<file path="config.mk">
export PLATFORM = sky130hd
export DESIGN_NAME = inst_mem_loader
export DESIGN_NICKNAME = d
export VERILOG_FILES = /design/src/rtl/inst_mem_loader.sv
export SDC_FILE = /design/constraint.sdc
export NUM_CORES = 1
export LEC_CHECK = 0
export BUFFER_PORTS_ARGS = -buffer_cell sky130_fd_sc_hd__buf_2
export CAP_MARGIN = 10
export CORE_MARGIN = 10
export CORE_UTILIZATION = 38
export CTS_CLUSTER_DIAMETER = 30
export CTS_CLUSTER_SIZE = 10
export DETAILED_ROUTE_END_ITERATION = 16
export HOLD_SLACK_MARGIN = 0.15
export SLEW_MARGIN = 15
export SYNTH_ARGS = -nofsm -noshare
export SYNTH_HDL_FRONTEND = slang
export SYNTH_SLANG_ARGS = --single-unit
</file>
<file path="constraint.sdc">
create_clock -name clk -period 2.75 [get_ports clk]
set_input_delay 0.55 -clock clk [delete_from_list [all_inputs] [get_ports clk]]
set_output_delay 0.55 -clock clk [all_outputs]
set_load 0.01 [all_outputs]
</file>
<file path="src/rtl/inst_mem_loader.sv">
// Instruction memory loader: turns a host byte stream (count byte N, then N
// big-endian 32-bit words) into write strobes for the CPU instruction memory.
// The CPU is held in reset until a complete, well-formed program has landed.
module inst_mem_loader #(
    parameter int DEPTH   = 16,
    parameter int ADDR_W  = 4,
    parameter int TIMEOUT = 64
) (
    input  logic              clk,
    input  logic              sys_rst,
    input  logic              start,
    input  logic [7:0]        rx_data,
    input  logic              rx_valid,
    output logic              rx_ready,
    output logic              mem_we,
    output logic [ADDR_W-1:0] mem_addr,
    output logic [31:0]       mem_wdata,
    output logic              cpu_hold,
    output logic              busy,
    output logic              done,
    output logic              err
);

    // words_left must hold DEPTH itself, one more than the largest address.
    localparam int WL_W = $clog2(DEPTH + 1);

    // The idle counter only needs to reach TIMEOUT-1: the cycle that would
    // take it to TIMEOUT is the cycle that aborts the load instead.
    localparam int IDLE_W = (TIMEOUT < 2) ? 1 : $clog2(TIMEOUT);
    localparam logic [IDLE_W-1:0] IDLE_LAST = IDLE_W'((TIMEOUT == 0) ? 0 : TIMEOUT - 1);

    typedef enum logic [2:0] {
        S_IDLE  = 3'd0,
        S_HDR   = 3'd1,
        S_DATA  = 3'd2,
        S_WRITE = 3'd3,
        S_DONE  = 3'd4,
        S_ERR   = 3'd5
    } state_t;

    state_t              state_q,      state_d;
    logic [31:0]         word_q,       word_d;
    logic [ADDR_W-1:0]   addr_q,       addr_d;
    logic [1:0]          byte_idx_q,   byte_idx_d;
    logic [WL_W-1:0]     words_left_q, words_left_d;
    logic [IDLE_W-1:0]   idle_cnt_q,   idle_cnt_d;

    logic                rx_ready_q,   rx_ready_d;
    logic                mem_we_q,     mem_we_d;
    logic [ADDR_W-1:0]   mem_addr_q,   mem_addr_d;
    logic [31:0]         mem_wdata_q,  mem_wdata_d;
    logic                cpu_hold_q,   cpu_hold_d;
    logic                busy_q,       busy_d;
    logic                done_q,       done_d;
    logic                err_q,        err_d;

    logic                accept;
    logic                hdr_bad;
    logic [31:0]         word_shifted;

    // rx_ready is registered, so a byte is taken exactly when the host sees
    // ready high and drives valid on the same edge.
    assign accept       = rx_valid && rx_ready_q;
    assign hdr_bad      = (rx_data == 8'd0) || (32'(rx_data) > 32'(DEPTH));
    assign word_shifted = {word_q[23:0], rx_data};

    // Next-state and datapath logic; outputs are derived from the next state
    // so that every output comes straight from a flop.
    always_comb begin
        state_d      = state_q;
        word_d       = word_q;
        addr_d       = addr_q;
        byte_idx_d   = byte_idx_q;
        words_left_d = words_left_q;
        idle_cnt_d   = idle_cnt_q;
        mem_addr_d   = mem_addr_q;
        mem_wdata_d  = mem_wdata_q;

        unique case (state_q)
            S_IDLE, S_DONE, S_ERR: begin
                if (start) begin
                    state_d = S_HDR;
                end
            end

            S_HDR: begin
                if (accept) begin
                    if (hdr_bad) begin
                        state_d = S_ERR;
                    end else begin
                        words_left_d = WL_W'(rx_data);
                        addr_d       = '0;
                        byte_idx_d   = '0;
                        idle_cnt_d   = '0;
                        state_d      = S_DATA;
                    end
                end
            end

            S_DATA: begin
                if (accept) begin
                    word_d     = word_shifted;
                    idle_cnt_d = '0;
                    if (byte_idx_q == 2'd3) begin
                        mem_addr_d  = addr_q;
                        mem_wdata_d = word_shifted;
                        state_d     = S_WRITE;
                    end else begin
                        byte_idx_d = byte_idx_q + 2'd1;
                    end
                end else if ((TIMEOUT != 0) && (idle_cnt_q == IDLE_LAST)) begin
                    state_d = S_ERR;
                end else begin
                    idle_cnt_d = idle_cnt_q + 1'b1;
                end
            end

            S_WRITE: begin
                addr_d       = addr_q + 1'b1;
                words_left_d = words_left_q - 1'b1;
                byte_idx_d   = '0;
                idle_cnt_d   = '0;
                if (words_left_q == WL_W'(1)) begin
                    state_d = S_DONE;
                end else begin
                    state_d = S_DATA;
                end
            end

            default: begin
                state_d = S_IDLE;
            end
        endcase

        rx_ready_d = (state_d == S_HDR) || (state_d == S_DATA);
        mem_we_d   = (state_d == S_WRITE);
        busy_d     = (state_d == S_HDR) || (state_d == S_DATA) || (state_d == S_WRITE);
        done_d     = (state_d == S_DONE);
        err_d      = (state_d == S_ERR);
        cpu_hold_d = (state_d != S_DONE);
    end

    // State and output registers; reset parks the loader idle with the CPU held.
    always_ff @(posedge clk or posedge sys_rst) begin
        if (sys_rst) begin
            state_q      <= S_IDLE;
            word_q       <= '0;
            addr_q       <= '0;
            byte_idx_q   <= '0;
            words_left_q <= '0;
            idle_cnt_q   <= '0;
            rx_ready_q   <= 1'b0;
            mem_we_q     <= 1'b0;
            mem_addr_q   <= '0;
            mem_wdata_q  <= '0;
            cpu_hold_q   <= 1'b1;
            busy_q       <= 1'b0;
            done_q       <= 1'b0;
            err_q        <= 1'b0;
        end else begin
            state_q      <= state_d;
            word_q       <= word_d;
            addr_q       <= addr_d;
            byte_idx_q   <= byte_idx_d;
            words_left_q <= words_left_d;
            idle_cnt_q   <= idle_cnt_d;
            rx_ready_q   <= rx_ready_d;
            mem_we_q     <= mem_we_d;
            mem_addr_q   <= mem_addr_d;
            mem_wdata_q  <= mem_wdata_d;
            cpu_hold_q   <= cpu_hold_d;
            busy_q       <= busy_d;
            done_q       <= done_d;
            err_q        <= err_d;
        end
    end

    assign rx_ready  = rx_ready_q;
    assign mem_we    = mem_we_q;
    assign mem_addr  = mem_addr_q;
    assign mem_wdata = mem_wdata_q;
    assign cpu_hold  = cpu_hold_q;
    assign busy      = busy_q;
    assign done      = done_q;
    assign err       = err_q;

endmodule

</file>
==> impl_metrics.ini, run 1 <==
[cells_and_area]
n_fill_cell = 858
nets = 354
areaGrowthSynthToFinish_pct = 17.2
diodes = 0
drive_above_1_share = 0.424

[worst_setup_path]
critPathMaxStageDelay_ps = 460
cp-start-kind = input pin
path_cells = buf_2 > nor4_4 > mux2_2 > o311ai_2 > a21boi_0
critPathSlowestCell = mux2_2
crit_arrival_ps = 2180
crit_type = in -> reg
cp_max_fo = 7
critPathCaptureType = flop
worstPathRequired_ps = 3020

[timing]
timing.slew.headroom = 0.460
period_needed_ps = 1910
setup_viol = 0
slew_viol_final = 0
fin_tns_setup_ps = 0
hold_violations = 0
hold-worst-slack_ps = 333
final.period_utilization = 0.694
grt_setup_unrepaired = no
worstMarginPinSlew_ps = 808
fmax_ghz = 0.524
clock_skew_ps = 8.92

[yosys]
netlist_area_um2 = 3680
yosys.area.top_type = dfrtp_1
syn_inst = 279
syn_nets = 296
yosysMostFrequentCell = dfrtp_1
synthFlopType = dfrtp_1
async_reset_ff_frac = 1.00
synthTopCellsByArea = dfrtp_1 58%, mux2_2 19%, o21ai_0 1.8%
yosys_register_bits = 86
synth_edf_count = 0
synthTopCellsByCount = 85 x dfrtp_1, 61 x mux2_2, 14 x nand2_1, 13 x o21ai_0
synth.avg_cell_area_um2 = 13.2
yosysTopAreaCellShare = 0.578
synth-seq-area-share = 0.585
yosysUniqueCellTypes = 47
yosys_warnings = 0

[flow_run]
maxCapViolations = 0

[status]
status = finished, final reports clean

[detailed_routing]
wl_mm = 7.57
vias = 2400
via_per_inst = 5.10
drc = 0
first_iter_violations = 99
routedWlPerCell_um = 16.1
firstDrtPassIters = 4
ant_nets = 0

[power_and_ir_drop]
p_leak_nw = 2.15
irDropWorstVdd_uv = 281
powerDensity_nw_per_um2 = 655

[floorplanning]
die_area_um2 = 14000
core_um2 = 9330
die_y_um = 118
initial_core_util = 0.395
num_rows = 35
ios = 54
fp.dieW_um = 118

[grt]
grt_max_degree = 40
antenna_found_initial = 0
grt_first_pass_wirelength_mm = 13.0
grt.total_usage = 0.112
overflow = 0
grt_pass1_vias = 2553

[hold_path]
hp-class = in -> async

[clocking]
cts.clk_slew.worst_paths_ps = 80
cts_tree = built
cts_buffers = 9
cts.root.buffer_cell = clkbuf_8
cts_setup_buffers = 0
clock_sinks = 86
clk_latency_ps = 360
cts.repair.resized = 0
cts.path.max_buffers = 2
ctsHtreeMaxLevel = 3
cts_hold_buf = 0

[placed_design]
portBuffers = 53
gp_congestion = 0.823
dpl.hpwl_mm = 5.39
[per-layer routing]
layer  global-route usage  wire (um)  share of wire  up-vias
met5                    0          0              0        -
met4               0.0412        114          0.015        0
met3               0.0386        431          0.057       11
met2                0.169       3480           0.46       51
met1                0.145       3550           0.47     1204
li1                     -          -              -     1134
[cell usage in the layout (no fill, tap or decap), types with 2 or more instances in the layout]
cell / instances
and3b_1: 3
buf_4: 4
clkbuf_8: 9
buf_2: 53
o31ai_1: 3
and2_1: 2
nor3b_1: 2
ha_1: 5
inv_1: 7
nor2b_1: 2
clkinvlp_4: 2
mux2_2: 61
nor3_1: 3
nand3_1: 8
dfrtp_1: 85
mux2i_1: 2
a21oi_1: 7
a211oi_1: 3
nand2b_1: 2
o211ai_1: 3
nor4_1: 2
a31oi_1: 6
nand2_1: 14
inv_6: 3
nor2_1: 7
nor4_4: 2
o21ai_0: 13
clkinv_2: 2
and3_1: 2
buf_12: 2
[metrics by stage]
stage | power [mW] | setup WS, ps | util | instance area, um^2 | cells
detailed placement | 2.05 | 486 | 0.444 | 4140 | 455
CTS | 2.86 | 861 | 0.463 | 4310 | 471
global placement | 2.04 | 562 | 0.444 | 4140 | 455
finish | 2.82 | 840 | 0.463 | 4310 | 471
global route | 3.01 | 723 | 0.463 | 4310 | 471
floorplan | 1.88 | 821 | - | 3690 | 279
[flip-flops by register name, summed over array words and instances, names as in the netlist]
register,cells
word_q,24
byte_idx_q,2
err,1
idle_cnt_q,6
cpu_hold,1
rx_ready,1
done,1
busy,1
state_q,3
words_left_q,5
mem_addr,4
addr_q,4
mem_we,1
mem_wdata,32
[cells by family (layout without fill, tap and decap cells)]
logic type / Yosys count / count (layout) / share of synthesized area
adder cells (fa/ha/maj): 5 / 5 / 0.0170
AO/OA/AOI/OAI: 44 / 44 / 0.0785
multiplexers: 64 / 64 / 0.196
XOR/XNOR: 1 / 1 / 0.00238
buffers and inverters: 20 / 83 / 0.0231
AND/OR/NAND/NOR: 59 / 59 / 0.0985
flip-flops: 86 / 86 / 0.585
[final cells by class]
| class | count | area [um^2] | area share |
|---|---|---|---|
| Sequential cell | 86 | 2150 | 0.499 |
| Multi-Input combinational cell | 173 | 1460 | 0.338 |
| Timing Repair Buffer | 59 | 335 | 0.0777 |
| Tap cell | 129 | 161 | 0.0374 |
| Clock buffer | 10 | 128 | 0.0296 |
| Clock inverter | 6 | 43.8 | 0.0102 |
| Inverter | 8 | 33.8 | 0.00783 |
[report_power, final]
group	internal [mW]	total [mW]	switching, mW
clock network	0.335	0.801	0.466
registers	1.40	1.57	0.163
logic	0.200	0.456	0.256
total	1.94	2.82	0.885
[worst max-delay path: cells and delay by family]
kind / cells / cell delay [ps]
AND/OR/NAND/NOR: 1 / 340
AO/OA/AOI/OAI: 2 / 690
multiplexers: 1 / 460
buffers and inverters: 1 / 140
[worst paths after layout]
path / start / end / slack [ps] / depth (start not counted)
min in group clk: rx_data[2] / word_q[2] / 500 / 2
max in group asynchronous: sys_rst / cpu_hold / 1710 / 3
hold reg to reg: byte_idx_q[0] / byte_idx_q[0] / 500 / 1
hold / removal: sys_rst / mem_wdata[25] / 330 / 2
setup / recovery: rx_data[3] / err / 840 / 5
setup reg to reg: state_q[1] / rx_ready / 900 / 5
No activity file was read; power rests on OpenSTA's default activity.
==> inputs of run 2 (changes only) <==
Clock period 2.75 ns to 1.99 ns, I/O delays scaled along.
==> run 2 against run 1 <==
Effect of this change:
- sequential power is 38% higher
- largest power group unchanged
- wire length is 0.50% higher
- clock power is 36% higher
- cell count is 1.9% higher
- utilization is 0.87 points higher
- first-iteration DRC count is 29% lower
- critical path depth is 1 lower
- clock-buffer cell count stayed put
==> impl_metrics.ini, run 2 (synthesized netlist as in run 1, its figures left out) <==
[cells_and_area]
seqCellArea_um2 = 2150
nets = 363
largest_reg_flops = 32
layout.cells.most_common = dfrtp_1
areaGrowthSynthToFinish_pct = 19.4
n_fill_cell = 863
finish.utilization = 0.471
diodes = 0
multi_input_area_um2 = 1460
final_cell_mix = 85 x dfrtp_1, 61 x mux2_2, 53 x buf_2
fin_area_um2 = 4400
drive_above_1_share = 0.439

[timing]
final.period_utilization = 0.894
fin_tns_setup_ps = 0
grt_setup_unrepaired = no
clock_skew_ps = 9.09
setup_viol = 0
worstMarginPinSlew_ps = 509
slew_viol_final = 0
timing.slew.headroom = 0.656
fmax_ghz = 0.562
period_needed_ps = 1780
hold_violations = 0

[detailed_routing]
firstDrtPassIters = 4
vias = 2440
drc = 0
routedWlPerCell_um = 15.9
first_iter_violations = 70
wl_mm = 7.61
ant_nets = 0
via_per_inst = 5.08

[clocking]
cts_buffers = 9
clk_latency_ps = 350
cts.clk_slew.worst_paths_ps = 90
cts.path.max_buffers = 2
cts.root.buffer_cell = clkbuf_8
ctsHtreeMaxLevel = 3
cts.repair.resized = 0
cts_tree = built
clock_sinks = 86
cts_setup_buffers = 0
cts_hold_buf = 0

[worst_setup_path]
crit_type = reg -> reg
crit_arrival_ps = 1990
worstPathRequired_ps = 2200
path_delay_family = flip-flops
critPathMaxStageDelay_ps = 620
critPathCaptureType = flop
path_cells = nand4b_1 > buf_4 > nor2_1 > o21ai_0
cp-start-kind = flop
r2r-start = state_q[0]
startpoint = state_q[0]
path_buf_inv = 1
cp_max_fo = 11
critPathSlowestCell = dfrtp_1

[floorplanning]
ios = 54
initial_core_util = 0.395
die_area_um2 = 14000
die_y_um = 118
core_um2 = 9330
num_rows = 35
fp.dieW_um = 118

[placed_design]
dpl.hpwl_mm = 5.41
portBuffers = 53
gp_congestion = 0.790
dpl_cell_area_um2 = 4220

[flow_run]
maxCapViolations = 0

[grt]
grt.total_usage = 0.112
grt_pass1_vias = 2541
overflow = 0
antenna_found_initial = 0
grt_first_pass_wirelength_mm = 13.1
grt_max_degree = 87

[power_and_ir_drop]
p_total_mw = 3.93
powerDensity_nw_per_um2 = 895
irDropWorstVdd_uv = 428
p_leak_nw = 2.19

[hold_path]
hp-class = in -> async

[status]
status = finished, final reports clean
## run 2: per-stage QoR
stage	setup slack, ps	instances	hold WS (ps)
2_1_floorplan	213	279	464
3_3_place_gp	51.3	464	485
3_5_place_dp	-28.3	464	490
4_1_cts	224	480	176
5_1_grt	87.0	480	173
6_report	212	480	156
## run 2: routing by layer
| metal | track usage | vias up | share of wire |
|---|---|---|---|
| met5 | 0 | - | 0 |
| met4 | 0.0412 | 0 | 0.012 |
| met3 | 0.0324 | 8 | 0.042 |
| met2 | 0.173 | 42 | 0.47 |
| met1 | 0.147 | 1237 | 0.48 |
| li1 | - | 1153 | - |
## run 2: where the power goes
group / leakage (nW) / total [mW] / switching, mW / internal, mW
clock network: 0.0793 / 1.09 / 0.633 / 0.460
logic: 0.947 / 0.682 / 0.372 / 0.310
registers: 1.16 / 2.16 / 0.216 / 1.94
total: 2.19 / 3.93 / 1.22 / 2.71
## run 2: cell type report
type	count	share of cell area
tap	129	0.0367
sequential	86	0.490
clock inverter	6	0.0102
inverter	8	0.00769
clock buffer	10	0.0290
timing repair buffer	68	0.0945
multi-input combinational	173	0.332
## run 2: worst paths after layout
| path | to | slack, ps | cells past startpoint |
|---|---|---|---|
| setup / recovery | addr_q[1] | 210 | 4 |
| min in group clk | word_q[6] | 360 | 2 |
| hold reg to reg | mem_wdata[9] | 500 | 1 |
| hold / removal | mem_wdata[25] | 160 | 3 |
| max in group asynchronous | words_left_q[0] | 1470 | 3 |
| setup reg to reg | addr_q[1] | 210 | 4 |
## run 2: worst min-delay path: stages
cell        delay, ps
buf_2             110
clkinvlp_4         70
buf_12            350
